### src/rtl/instr_fetcher.sv
// Instruction fetch unit: one outstanding memory read, branch
// prediction handshake and a circular fetch queue toward decode.
module instr_fetcher #(
  parameter int QUEUE_DEPTH = 4
) (
  input  logic        clk_in,
  input  logic        rst_in,
  input  logic        rdy_in,
  output logic        mem_req_valid_to_mc,
  output logic [31:0] mem_req_addr_to_mc,
  input  logic        mem_resp_valid_from_mc,
  input  logic [31:0] mem_resp_inst_from_mc,
  output logic        enable_to_predictor,
  output logic [31:0] pc_to_predictor,
  input  logic        end_from_predictor,
  input  logic [31:0] address_from_predictor,
  input  logic        jump_predict_flag_from_predictor,
  output logic        inst_valid_to_decoder,
  output logic [31:0] inst_to_decoder,
  output logic [31:0] pc_to_decoder,
  output logic        jump_flag_to_decoder,
  input  logic        pop_from_decoder,
  input  logic        rollback_flag_from_rob,
  input  logic [31:0] rollback_pc_from_rob
);

  localparam int AW = $clog2(QUEUE_DEPTH);
  localparam int CW = $clog2(QUEUE_DEPTH) + 1;

  localparam logic [6:0] OP_BRANCH = 7'b1100011;
  localparam logic [6:0] OP_JAL    = 7'b1101111;

  typedef enum logic [1:0] {
    IDLE,
    WAIT_MEM,
    WAIT_PRED,
    DISCARD
  } state_t;

  state_t state, state_nx;

  logic [31:0] pc, pc_nx;
  logic [31:0] br_inst, br_inst_nx;

  logic [31:0] q_inst [QUEUE_DEPTH];
  logic [31:0] q_pc   [QUEUE_DEPTH];
  logic        q_flag [QUEUE_DEPTH];

  logic [AW-1:0] head, tail;
  logic [CW-1:0] count;

  logic        full;
  logic        push;
  logic [31:0] push_inst;
  logic        push_flag;
  logic        clear;
  logic        pop_en;
  logic [6:0]  opcode;
  logic [31:0] jal_imm;

  assign full   = (count == CW'(QUEUE_DEPTH));
  assign opcode = mem_resp_inst_from_mc[6:0];
  assign jal_imm = {{11{mem_resp_inst_from_mc[31]}},
                    mem_resp_inst_from_mc[31],
                    mem_resp_inst_from_mc[19:12],
                    mem_resp_inst_from_mc[20],
                    mem_resp_inst_from_mc[30:21],
                    1'b0};

  always_comb begin
    state_nx   = state;
    pc_nx      = pc;
    br_inst_nx = br_inst;
    push       = 1'b0;
    push_inst  = mem_resp_inst_from_mc;
    push_flag  = 1'b0;
    clear      = 1'b0;
    unique case (state)
      IDLE: begin
        if (!full) state_nx = WAIT_MEM;
      end
      WAIT_MEM: begin
        if (mem_resp_valid_from_mc) begin
          unique case (1'b1)
            (opcode == OP_BRANCH): begin
              br_inst_nx = mem_resp_inst_from_mc;
              state_nx   = WAIT_PRED;
            end
            (opcode == OP_JAL): begin
              push      = 1'b1;
              push_flag = 1'b1;
              pc_nx     = pc + jal_imm;
              state_nx  = IDLE;
            end
            default: begin
              push     = 1'b1;
              pc_nx    = pc + 32'd4;
              state_nx = IDLE;
            end
          endcase
        end
      end
      WAIT_PRED: begin
        if (end_from_predictor) begin
          push      = 1'b1;
          push_inst = br_inst;
          push_flag = jump_predict_flag_from_predictor;
          pc_nx     = jump_predict_flag_from_predictor ?
                      address_from_predictor : pc + 32'd4;
          state_nx  = IDLE;
        end
      end
      DISCARD: begin
        if (mem_resp_valid_from_mc) state_nx = IDLE;
      end
    endcase
    // DISCARD still owes the memory one response, so only retarget PC
    if (rollback_flag_from_rob) begin
      pc_nx = rollback_pc_from_rob;
      if (state != DISCARD) begin
        clear      = 1'b1;
        push       = 1'b0;
        br_inst_nx = br_inst;
        state_nx   = (state == WAIT_MEM && !mem_resp_valid_from_mc) ?
                     DISCARD : IDLE;
      end
    end
  end

  assign pop_en = pop_from_decoder && (count != '0) && !clear;

  always_ff @(posedge clk_in) begin
    if (rst_in) begin
      state   <= IDLE;
      pc      <= '0;
      br_inst <= '0;
      head    <= '0;
      tail    <= '0;
      count   <= '0;
    end else if (rdy_in) begin
      state   <= state_nx;
      pc      <= pc_nx;
      br_inst <= br_inst_nx;
      if (clear) begin
        head  <= '0;
        tail  <= '0;
        count <= '0;
      end else begin
        if (push) begin
          q_inst[tail] <= push_inst;
          q_pc[tail]   <= pc;
          q_flag[tail] <= push_flag;
          tail         <= tail + AW'(1);
        end
        if (pop_en) head <= head + AW'(1);
        count <= count + CW'(push) - CW'(pop_en);
      end
    end
  end

  assign mem_req_valid_to_mc   = (state == WAIT_MEM);
  assign mem_req_addr_to_mc    = mem_req_valid_to_mc ? pc : '0;
  assign enable_to_predictor   = (state == WAIT_PRED);
  assign pc_to_predictor       = enable_to_predictor ? pc : '0;
  assign inst_valid_to_decoder = (count != '0);
  assign inst_to_decoder       = inst_valid_to_decoder ? q_inst[head] : '0;
  assign pc_to_decoder         = inst_valid_to_decoder ? q_pc[head] : '0;
  assign jump_flag_to_decoder  = inst_valid_to_decoder && q_flag[head];

endmodule

### config.mk
export PLATFORM = sky130hd
export DESIGN_NAME = instr_fetcher
export DESIGN_NICKNAME = d
export VERILOG_FILES = /design/src/rtl/instr_fetcher.sv
export SDC_FILE = /design/constraint.sdc
export NUM_CORES = 1
export LEC_CHECK = 0
export CAP_MARGIN = 5
export CORE_ASPECT_RATIO = 0.8
export CORE_MARGIN = 4
export CORE_UTILIZATION = 46
export CTS_CLUSTER_DIAMETER = 80
export DETAILED_ROUTE_END_ITERATION = 10
export PLACE_DENSITY_LB_ADDON = 0.12
export SLEW_MARGIN = 20
export SYNTH_ARGS = -nofsm -noshare
export SYNTH_HDL_FRONTEND = slang
export SYNTH_SLANG_ARGS = --single-unit
### constraint.sdc
create_clock -name clk_in -period 4 [get_ports clk_in]
set_clock_uncertainty 0.1 [all_clocks]
set_input_delay 1 -clock clk_in [delete_from_list [all_inputs] [get_ports clk_in]]
set_output_delay 1 -clock clk_in [all_outputs]
set_load 0.02 [all_outputs]
==> impl_metrics.toml <==
[logic_synthesis]
ys_types = 80
synth_ff_type = "edfxtp_1"
yosys_warnings = 0
synth-edff-count = 260
syn-num-nets = 1553
synth_seq_cells = 335
synth_area_leaders = "edfxtp_1 46%, dfxtp_1 8.8%, mux4_2 8.6%, and2_1 4.9%, ha_1 3.0%"
synth_top_area_cell = "edfxtp_1"
avgSynthCellArea_um2 = 12.1
synth-async-reset-ratio = 0
yosysSeqAreaShare = 0.548
synthesis.instances = 1406
synth_top_area_frac = 0.460
syn-cell-area_um2 = 17000

[setup_path]
critPathRequiredTime_ns = 2.90
crit_buf_inv = 2
worstSetupEndpointType = "output port"
start_kind = "register"
path_cells = "buf_12, mux4_2, and2_1, clkdlybuf4s50_1"
crit_type = "register to output port"
crit_path_top_delay_cell = "dfxtp_4"
critPathMaxFanout = 32
worstPathArrival_ns = 2.54
critPathMaxStageDelay_ns = 0.61
path_delay_family = "buffers and inverters"

[job]
max-cap-violations = 0

[floorplan]
num_io_pins = 236
dieHeight_um = 180
start_util = 0.470
rows = 62
die_area_um2 = 40100
dieWidth_um = 223
core_area_um2 = 36100

[power]
p_total_mw = 8.46
clkPwrFrac = 0.414
switchingPower_mw = 2.13
ir_drop_mv = 0.257
powerDensity_nw_per_um2 = 393
power.internal_mw = 6.33
switching_share = 0.251
share_comb_of_total_power = 0.125
p_leak_nw = 7.52
seqPwrFrac = 0.462

[global_route]
grt_pass1_vias = 12434
grt_start_max_net_pins = 64
grt_pass1_wl_um = 76400
grt_usage = 0.245
overflow = 0
antenna_found_initial = 2

[routing]
wl_per_cell_um = 23.4
wl_met2_um = 23700
drc_errors = 0
ant_nets = 0
highest_layer = "met4"
wl_met3_um = 3830
first_pass_iters = 5
wl_met1_um = 22000
totalWireLength_um = 50900
vias_per_cell = 5.80
drt_iter0_drc = 1103
vias = 12614

[placed_design]
place_congestion = 0.930
io_buffers = 235
dp_cells = 2104
hpwl_um = 35700

[clocking]
postCtsHoldBufs = 0
htree_levels = 2
cts.clk_slew.worst_paths_ns = 0.06
cts.sinks = 335
clk-insertion-delay-late_ns = 0.52
cts_resized = 0
cts_tree = "yes"
clockBufferDepth = 3
clock-root-buffer = "clkbuf_16"
cts_setup_buffers = 0
cts_made_buffers = 38

[timing]
drv_slew = 0
fmax_mhz = 274
setup_viol = 0
slew_headroom = 0.503
finalHoldViolCount = 0
worst_pin_slew_ns = 0.745
rsz0062_at_grt = "false"
timing.final.crit_share = 0.911
fin_crit_ns = 3.64
hold-worst-slack_ns = 0.353

[final_layout]
drive_gt1_frac = 0.149
fin_util = 0.595
layout.cells.non_filler = 2174
syn2layout_area_growth_pct = 26.6
fin_nets = 1811

[status]
outcome = "finished, final reports clean"

[hold_path]
hold_class = "register to register"
==> registers in the layout, summed over array words and instances (netlist names), named ones only <==
register and count:
br_inst 32, head 2, q_inst 128, pc 32, q_flag 4, state 2, tail 2, q_pc 128
count 3
==> routing by layer <==
metal,track usage,vias to the layer above
met5,0,-
met4,0.0675,0
met3,0.0514,90
met2,0.391,513
met1,0.345,6228
li1,-,5783
==> path summary, 6_finish.rpt <==
| path | start | endpoint | slack, ns | cells after the start |
|---|---|---|---|---|
| setup reg to reg | state[1] | count[2] | 0.80 | 15 |
| setup / recovery | register | inst_to_decoder[14] | 0.36 | 4 |
| hold reg to reg | br_inst[20] | br_inst[20] | 0.35 | 2 |
| hold / removal | br_inst[20] | br_inst[20] | 0.35 | 2 |
==> cells in the mapped netlist (all sizes together) (5+ instances only) <==
cell,instances
o221ai,5
or3,5
xor2,23
inv,22
mux2,33
dfxtp,75
xnor2,25
nand2,136
a21oi,93
and4,7
a31oi,7
and3,21
nor3,24
o21ai,50
buf,26
a22oi,6
o211ai,10
mux2i,15
o22ai,7
nand4,20
nor4,5
a21o,17
nand3,26
nor2,93
ha,41
o21a,8
a211oi,24
nand2b,7
mux4,65
o21bai,7
clkbuf,59
and2,134
edfxtp,260
==> area by class of cell <==
cell class	count	area, µm²
inverter	23	86.3
multi-input combinational	963	7210
timing repair buffer	303	3020
antenna	2	5.00
clock inverter	21	205
tap	480	601
sequential	335	9320
fill	3036	14600
clock buffer	47	1060
==> logic make-up after synthesis <==
| family | after synthesis | synth area share |
|---|---|---|
| flops | 335 | 0.548 |
| xor+xnor | 48 | 0.0248 |
| fa+ha+maj | 43 | 0.0326 |
| simple gates | 488 | 0.146 |
| buf+inv | 108 | 0.0283 |
| mux | 113 | 0.117 |
| compound gates | 271 | 0.104 |
==> cells in the final DEF, fill, tap and decap left out, types with 16 or more instances in the layout <==
master,instances
inv_1,21
a211oi_1,23
mux2_2,33
xnor2_1,25
dfxtp_1,73
a21o_1,16
nor2_1,93
clkbuf_16,40
nand3_1,25
a21oi_1,92
nand4_1,20
and3_1,20
ha_1,40
xor2_1,23
nor3_1,22
clkdlybuf4s50_1,234
mux4_2,65
and2_1,129
o21ai_0,48
edfxtp_1,260
nand2_1,135
buf_4,55
==> metrics by stage <==
stage	worst slack, ns	instance area, µm²	setup TNS, ns
3_5_place_dp	-0.0135	20200	-0.0135
4_1_cts	0.312	21500	0
6_report	0.356	21500	0
5_1_grt	0.257	21500	0
3_3_place_gp	0.0771	20200	0
2_1_floorplan	0.687	17000	0
==> power by group through the flow <==
| stage | registers [mW] | clock network (mW) | logic (mW) |
|---|---|---|---|
| 6_report | 3.90 | 3.50 | 1.05 |
| 3_5_place_dp | 3.97 | 0 | 1.03 |
| 2_1_floorplan | 3.93 | 0 | 0.606 |
| 3_3_place_gp | 3.97 | 0 | 1.03 |
| 5_1_grt | 3.90 | 3.73 | 1.14 |
| 4_1_cts | 3.90 | 3.56 | 1.04 |
==> worst register-to-register path: stages, from the launching register on <==
cell     delay [ns]
dfxtp_1        0.34
inv_1          0.13
ha_1           0.16
buf_4          0.31
nand2_1        0.20
o21ai_0        0.38
nand3_1        0.13
ha_1           0.28
inv_1          0.06
ha_1           0.13
inv_1          0.05
fa_1           0.36
xor2_1         0.16
o21ai_0        0.15
nand2_1        0.07
a21oi_1        0.13
(Power assumes the default switching activity.)
